--- config.mk ---
export PLATFORM = sky130hd
export DESIGN_NAME = ddram_arb
export DESIGN_NICKNAME = d
export VERILOG_FILES = /design/src/rtl/ddram_arb.sv
export SDC_FILE = /design/constraint.sdc
export NUM_CORES = 1
export LEC_CHECK = 0
export ABC_CLOCK_PERIOD_IN_PS = 3500
export BUFFER_PORTS_ARGS = -buffer_cell sky130_fd_sc_hd__buf_2
export CAP_MARGIN = 40
export CORE_UTILIZATION = 56
export DETAILED_ROUTE_END_ITERATION = 16
export PLACE_DENSITY_LB_ADDON = 0.3
export SLEW_MARGIN = 20
export SYNTH_ARGS = -nofsm -noshare
export SYNTH_HDL_FRONTEND = slang
export SYNTH_SLANG_ARGS = --single-unit
--- constraint.sdc ---
create_clock -name clk -period 3.5 [get_ports clk]
set_clock_uncertainty 0.1 [all_clocks]
set_input_delay 0.35 -clock clk [delete_from_list [all_inputs] [get_ports clk]]
set_output_delay 0.35 -clock clk [all_outputs]
set_load 0.05 [all_outputs]
--- src/rtl/ddram_arb.sv ---
// ddram_arb: two-client request arbiter in front of the DDRAM bridge.
// Optional macro DDRAM_ARB_RR_EN selects round-robin tie-breaking.
module ddram_arb #(
   parameter int GAP_CYCLES = 1,
   parameter bit A_PRIO     = 1'b1
) (
   input  logic        clk,
   input  logic        reset,
   input  logic [27:1] a_addr,
   input  logic [31:0] a_din,
   input  logic        a_rd,
   input  logic [3:0]  a_wr,
   input  logic        a_16b,
   output logic [31:0] a_dout,
   output logic        a_ack,
   output logic        a_busy,
   input  logic [27:1] b_addr,
   input  logic [31:0] b_din,
   input  logic        b_rd,
   input  logic [3:0]  b_wr,
   input  logic        b_16b,
   output logic [31:0] b_dout,
   output logic        b_ack,
   output logic        b_busy,
   output logic [27:1] mem_addr,
   output logic [31:0] mem_din,
   output logic        mem_rd,
   output logic [3:0]  mem_wr,
   output logic        mem_16b,
   input  logic [31:0] mem_dout,
   input  logic        mem_busy
);

   typedef enum logic [2:0] {
      S_DRAIN, S_GAP, S_IDLE, S_ISSUE, S_WBUSY, S_WDONE
   } state_t;

   state_t      state_q, state_d;
   logic [2:0]  cnt_q, cnt_d;
   logic        gnt_q, gnt_d;
   logic [27:1] m_addr_q, m_addr_d;
   logic [31:0] m_din_q, m_din_d;
   logic        m_rd_q, m_rd_d;
   logic [3:0]  m_wr_q, m_wr_d;
   logic        m_16b_q, m_16b_d;
   logic        done;
   logic        prio_a;
   logic        g;

   logic [1:0]  in_rd, in_16b;
   logic [27:1] in_addr [2];
   logic [31:0] in_din [2];
   logic [3:0]  in_wr [2];

   logic [1:0]  pend_q, pend_d, busy_q, busy_d, ack_q, ack_d;
   logic [1:0]  kind_q, kind_d, b16_q, b16_d;
   logic [27:1] addr_q [2], addr_d [2];
   logic [31:0] din_q [2], din_d [2];
   logic [31:0] dout_q [2], dout_d [2];
   logic [3:0]  wr_q [2], wr_d [2];

   assign in_rd      = {b_rd, a_rd};
   assign in_16b     = {b_16b, a_16b};
   assign in_addr[0] = a_addr;
   assign in_addr[1] = b_addr;
   assign in_din[0]  = a_din;
   assign in_din[1]  = b_din;
   assign in_wr[0]   = a_wr;
   assign in_wr[1]   = b_wr;

   assign a_dout   = dout_q[0];
   assign b_dout   = dout_q[1];
   assign a_ack    = ack_q[0];
   assign b_ack    = ack_q[1];
   assign a_busy   = busy_q[0];
   assign b_busy   = busy_q[1];
   assign mem_addr = m_addr_q;
   assign mem_din  = m_din_q;
   assign mem_rd   = m_rd_q;
   assign mem_wr   = m_wr_q;
   assign mem_16b  = m_16b_q;

`ifdef DDRAM_ARB_RR_EN
   logic rr_q, rr_d, tie_q, tie_d;

   // remember whether the grant was a tie; prefer the other client next tie
   always_comb begin
      rr_d  = rr_q;
      tie_d = tie_q;
      if (state_q == S_IDLE && |pend_q) tie_d = &pend_q;
      if (done && tie_q) rr_d = ~gnt_q;
   end

   // round-robin preference register
   always_ff @(posedge clk) begin
      if (reset) begin
         rr_q  <= ~A_PRIO;
         tie_q <= 1'b0;
      end else begin
         rr_q  <= rr_d;
         tie_q <= tie_d;
      end
   end

   assign prio_a = ~rr_q;
`else
   assign prio_a = A_PRIO;
`endif

   assign g = pend_q[1] & (~pend_q[0] | ~prio_a);

   // command sequencer: drain, gap, grant, issue, wait for bridge
   always_comb begin
      state_d  = state_q;
      cnt_d    = cnt_q;
      gnt_d    = gnt_q;
      m_addr_d = m_addr_q;
      m_din_d  = m_din_q;
      m_rd_d   = m_rd_q;
      m_wr_d   = m_wr_q;
      m_16b_d  = m_16b_q;
      done     = 1'b0;
      unique case (state_q)
         S_DRAIN: begin
            if (!mem_busy) begin
               state_d = S_GAP;
               cnt_d   = '0;
            end
         end
         S_GAP: begin
            if (cnt_q == 3'(GAP_CYCLES - 1)) state_d = S_IDLE;
            else cnt_d = cnt_q + 3'd1;
         end
         S_IDLE: begin
            if (|pend_q) begin
               gnt_d    = g;
               m_addr_d = addr_q[g];
               m_din_d  = din_q[g];
               m_16b_d  = b16_q[g];
               state_d  = S_ISSUE;
            end
         end
         S_ISSUE: begin
            if (kind_q[gnt_q]) m_wr_d = wr_q[gnt_q];
            else m_rd_d = 1'b1;
            cnt_d   = '0;
            state_d = S_WBUSY;
         end
         S_WBUSY: begin
            if (mem_busy || cnt_q == 3'd1) state_d = S_WDONE;
            else cnt_d = cnt_q + 3'd1;
         end
         S_WDONE: begin
            if (!mem_busy) begin
               done    = 1'b1;
               m_rd_d  = 1'b0;
               m_wr_d  = 4'd0;
               cnt_d   = '0;
               state_d = S_GAP;
            end
         end
         default: state_d = S_DRAIN;
      endcase
   end

   // sequencer and bridge command registers
   always_ff @(posedge clk) begin
      if (reset) begin
         state_q  <= S_DRAIN;
         cnt_q    <= '0;
         gnt_q    <= 1'b0;
         m_addr_q <= '0;
         m_din_q  <= '0;
         m_rd_q   <= 1'b0;
         m_wr_q   <= '0;
         m_16b_q  <= 1'b0;
      end else begin
         state_q  <= state_d;
         cnt_q    <= cnt_d;
         gnt_q    <= gnt_d;
         m_addr_q <= m_addr_d;
         m_din_q  <= m_din_d;
         m_rd_q   <= m_rd_d;
         m_wr_q   <= m_wr_d;
         m_16b_q  <= m_16b_d;
      end
   end

   // per-client strobe capture, completion and status
   always_comb begin
      for (int i = 0; i < 2; i++) begin
         pend_d[i] = pend_q[i];
         busy_d[i] = busy_q[i];
         ack_d[i]  = 1'b0;
         kind_d[i] = kind_q[i];
         b16_d[i]  = b16_q[i];
         addr_d[i] = addr_q[i];
         din_d[i]  = din_q[i];
         wr_d[i]   = wr_q[i];
         dout_d[i] = dout_q[i];
         if (!busy_q[i] && (in_rd[i] || |in_wr[i])) begin
            pend_d[i] = 1'b1;
            busy_d[i] = 1'b1;
            kind_d[i] = |in_wr[i];
            b16_d[i]  = in_16b[i];
            addr_d[i] = in_addr[i];
            din_d[i]  = in_din[i];
            wr_d[i]   = in_wr[i];
         end
         if (ack_q[i]) busy_d[i] = 1'b0;
         if (done && gnt_q == 1'(i)) begin
            pend_d[i] = 1'b0;
            ack_d[i]  = 1'b1;
            if (!kind_q[i]) dout_d[i] = mem_dout;
         end
      end
   end

   // per-client registers
   always_ff @(posedge clk) begin
      if (reset) begin
         pend_q <= '0;
         busy_q <= '0;
         ack_q  <= '0;
         kind_q <= '0;
         b16_q  <= '0;
         addr_q <= '{default: '0};
         din_q  <= '{default: '0};
         wr_q   <= '{default: '0};
         dout_q <= '{default: '0};
      end else begin
         pend_q <= pend_d;
         busy_q <= busy_d;
         ack_q  <= ack_d;
         kind_q <= kind_d;
         b16_q  <= b16_d;
         addr_q <= addr_d;
         din_q  <= din_d;
         wr_q   <= wr_d;
         dout_q <= dout_d;
      end
   end

endmodule

# Word-level counts from Yosys, hierarchy flattened

Index checks and enable logic that the tools add are counted.

Add/sub/neg operators: 1
Magnitude comparators: 4
Equality and inequality tests: 15
Mux-type cells: 32
Bitwise gates (word level): 7
Reduce and logical (&&, ||, !) cells: 28

Operator list:

| kind                                                                         | number |
|---|---|
| 32-bit 2-to-1 mux                                                            | 3 |
| 27-bit 2-to-1 mux                                                            | 3 |
| 3-bit 2-to-1 mux                                                             | 7 |
| 4-bit 2-to-1 mux                                                             | 5 |
| 2-bit != test, second input constant                                         | 9 |
| 3-bit one-hot mux with 5 select lines                                        | 1 |
| 3-bit one-hot mux with 4 select lines                                        | 1 |
| 2-bit OR reduction                                                           | 6 |
| 1-bit 2-to-1 mux                                                             | 10 |
| 4-bit one-hot mux with 2 select lines                                        | 1 |
| 4-bit AND reduction                                                          | 2 |
| 4-bit OR reduction                                                           | 2 |
| 3-bit by 1-bit == test with 1-bit output, second input constant              | 2 |
| 3-bit by 2-bit == test with 1-bit output, second input constant              | 2 |
| 3-bit == test, second input constant                                         | 2 |
| 3-bit logical NOT                                                            | 2 |
| 2-bit AND reduction                                                          | 3 |
| 3-bit AND reduction                                                          | 2 |
| 2-bit >= comparator, second input constant                                   | 2 |
| 1-bit logical AND                                                            | 4 |
| 1-bit by 2-bit less-than comparator with 1-bit output, second input constant | 2 |
| 1-bit NOT                                                                    | 4 |
| 1-bit NOT with 2-bit output                                                  | 2 |
| 4-bit nonzero test                                                           | 1 |
| 6 further kinds                                                              | 9 |

Register bits after elaboration: 272
Output and inout bits: 133
Logic and storage cells: 112

# Longest topological paths before layout

Word-level depth: 6
Mapped depth: 6
Depth with buffers taken out: 6

# Worst setup path after synthesis

OpenSTA, ideal clock, no wires.

Path kind: input -> register
From: input b_wr[3]
To: register addr_q[0] (netlist bit)
Library setup time: 0.132 ns
Arrival: 1.390 ns
Slack: 1.878 ns
Cell stages on the path: 6
Path through: nor4_1 > a21oi_1 > buf_2 > buf_2 > nand2_1 > a21oi_1

Word-level cells in the longest chain between the ends: 3

Ends and longest elaborated chain:

| what                   | RTL line | source |
|---|---|---|
| start: declaration     | 20       | `input logic [3:0] b_wr,` |
| 4-bit OR reduction     | 201      | `if (!busy_q[i] && (in_rd[i] \|\| \|in_wr[i])) begin` |
| 1-bit logical OR       | 201      |  |
| 1-bit logical AND      | 201      |  |
| end signal: assignment | 237      | `addr_q <= addr_d;` |
| end: declaration       | 57       | `logic [27:1] addr_q [2], addr_d [2];` |

Every way passes these cells.
A chain may end at the register's enable or synchronous reset.

# Worst setup path in the final report

From: input a_wr[0]
To: register din_q[60] (netlist bit)

Word-level cells in the longest chain between the ends: 3

Ends and longest elaborated chain:

| what                   | RTL line | source |
|---|---|---|
| start: declaration     | 12       | `input logic [3:0] a_wr,` |
| 4-bit OR reduction     | 201      |  |
| 1-bit logical OR       | 201      |  |
| 1-bit logical AND      | 201      |  |
| end signal: assignment | 238      | `din_q <= din_d;` |
| end: declaration       | 58       | `logic [31:0] din_q [2], din_d [2];` |

Every way passes these cells.

==> metrics.txt <==
initial antenna violation count 3; register area 5445 um^2; Skew-Pair Late Insertion Delay 530 ps; # nets final 1,799; Final Hold Viols 0; Syn. warnings 0; leading cell types in the layout, fill and taps excluded nand2_1, buf_2, dfxtp_1; count of endpoints failing setup in the final report 0; TritonCTS clock tree yes; setup bufs post-CTS 0; PortBufs 297; Final min period 2583 ps; Slowest cell on crit path nor4_1; worst min-delay path category in2reg; Lkg Pwr 6.315 nW; highest metal used met4; Worst Hold Slack 39.71 ps; critical-path cell list dlygate4sd3_1, buf_2, nor4_1, a21o_2, buf_12, nand2_1, a21oi_1; Worst EP required 3850 ps; logic gate share of total power 22.3%; asr flop ratio synth 0%; slowest stage delay, CP 780 ps; # DRC 0; deepest clock path buffer count 3; Detailed Routing Iterations Pass 1 5; DR vias/cell 5.569; Routed Antenna Nets 0; setup TNS 0 ps; met2 routed WL 16.33 mm; Mapped Nets 1,390; gr usage total 34.20%; CP Capture Type flop; CP Class in2reg; Cells after Synth 1,222; H-tree levels 1; Die Ht 138.0 um; ys flop type dfxtp_1; HPWL after detailed placement 17.65 mm; net switching power 2.631 mW; RSZ-0062 raised after global routing false; VDD IR-drop max 0.4361 mV; Max Slew Vio Count 0; Syn Area/Cell 8.470 um^2; Tightest Pin Transition 914.6 ps; Avg WL per Cell 17.60 um; clk slew on worst S/H paths 60 ps; vias in the first global route 10,320; Int Power 5.565 mW; Chip Width 138.0 um; Critical Path Fanout Max 45; status finished clean; cts bufs inserted 27; Core ar. 18,020 um^2; met1 wire length 12.19 mm; # IOs 298; Synth Register Bits 272; clock network fraction of total power 34.1%; P&R area growth vs syn 38.36%; fraction of the yosys area taken by sequential cells 52.61%; share of layout cells above drive strength 1 22.86%; row cnt 49; Final Wtd Congestion 0.7944; Fillers 1,138; DR WL met3 2.819 mm; final worst-path cycle share 73.81%; relative slew slack 38.47%; vias post-DR 10,480; Post-synth EDFFs 0; Die ar. 19,030 um^2; final wirelength 33.11 mm; root buf cell clkbuf_16; Achievable Freq 387.1 MHz; pin count of the biggest net entering global routing 113; total gr overflow 0; Starting Density 57.42%; multi-input logic area 4432 um^2; Critical Path AT 2940 ps; register share of total power 43.5%; TritonCTS Sinks 272; pwr dens 572.3 nW/um^2; Iter 0 DRT Violations 642; Mapped Area 10,350 um^2; Synth cell types 40; global-route wire length before repair 50.92 mm; max_cap viols 0; most common cell after layout, fill and taps aside nand2_1; switch share 32.10%; Worst setup SP type input port
cell usage after synthesis (all sizes together) (2+ instances only):
cell type | count | area (um^2)
inv | 5 | 18.77
nor2 | 83 | 311.6
buf | 59 | 366.6
a21o | 3 | 22.52
mux2 | 4 | 45.04
nand2b | 6 | 37.54
nand2 | 371 | 1393
dfxtp | 272 | 5445
nor3 | 7 | 45.04
or2 | 3 | 18.77
clkbuf | 37 | 138.9
mux2i | 73 | 730.7
nor2b | 8 | 50.05
a21oi | 195 | 975.9
nor4 | 3 | 18.77
o31ai | 2 | 15.01
a211oi | 64 | 480.5
ha | 3 | 37.54
nand3b | 4 | 30.03
o21ai | 4 | 20.01
and4bb | 2 | 25.02
critical path: cells and delay by family:
| kind | cells | cell delay, ps |
|---|---|---|
| simple gates | 2 | 870 |
| compound gates | 2 | 690 |
| buf+inv | 3 | 1000 |
logic make-up after synthesis:
family	count (synthesis)	synth area share, %
AND/OR/NAND/NOR	492	19.15
AO/OA/AOI/OAI	276	15.23
flip-flops	272	52.61
buffers and inverters	101	5.065
multiplexers	77	7.495
adder cells (fa/ha/maj)	3	0.3627
XOR/XNOR	1	0.08464
stage by stage:
step	area (um^2)	util [%]	setup slack [ps]	power, mW	std cells
after floorplan	10350	-	1878	4.827	1222
after global placement	11800	65.48	1070	5.219	1667
after detailed placement	11850	65.72	980.7	5.258	1669
after CTS	14310	79.36	981.2	8.156	1877
after global routing	14320	79.43	868.3	8.500	1881
final	14320	79.45	916.6	8.196	1882
flip-flops by register name (all words and copies together), names as in the netlist, 3 cells and up:
signal / count
cnt_q: 3
b_dout: 32
mem_din: 32
mem_wr: 4
din_q: 64
mem_addr: 27
addr_q: 54
state_q: 3
a_dout: 32
wr_q: 8
worst paths after layout:
path	start	to	slack, ps	cells after the start
max	a_wr[0]	din_q[60]	920	7
min reg2reg	a_dout[1]	a_dout[1]	350	2
min	a_rd	busy_q[0]	40	3
max reg2reg	state_q[0]	a_dout[28]	1110	4
area by class of cell:
cell class                 count  share of cell area (%)
clock inverter                11                  0.6204
timing repair buffer         476                   22.90
inverter                       5                  0.1311
tap                          229                   2.001
multi-input combinational    849                   30.95
antenna                        4                 0.06990
sequential                   272                   38.03
clock buffer                  36                   5.304
power by group through the flow:
stage                     clock network (mW)  registers, mW  logic (mW)
after detailed placement                   0           3.62        1.64
after global placement                     0           3.61        1.61
after floorplan                            0           4.09       0.733
after CTS                               2.82           3.56        1.79
after global routing                    2.94           3.60        1.96
final                                   2.80           3.57        1.83
what timing repair did:
action                                  4_1_cts  5_1_grt
hold buffers                                161        0
endpoints found under the setup margin        0        0
resized for setup                             0        0
hold endpoints to repair                    193        0
routing by layer:
layer | track usage, % | vias up
met3 | 8.114 | 135
met1 | 37.75 | 4864
li1 | - | 4922
met4 | 20.17 | 0
met5 | 0.8333 | -
met2 | 59.56 | 559
No activity file was read; power rests on OpenSTA's default activity.
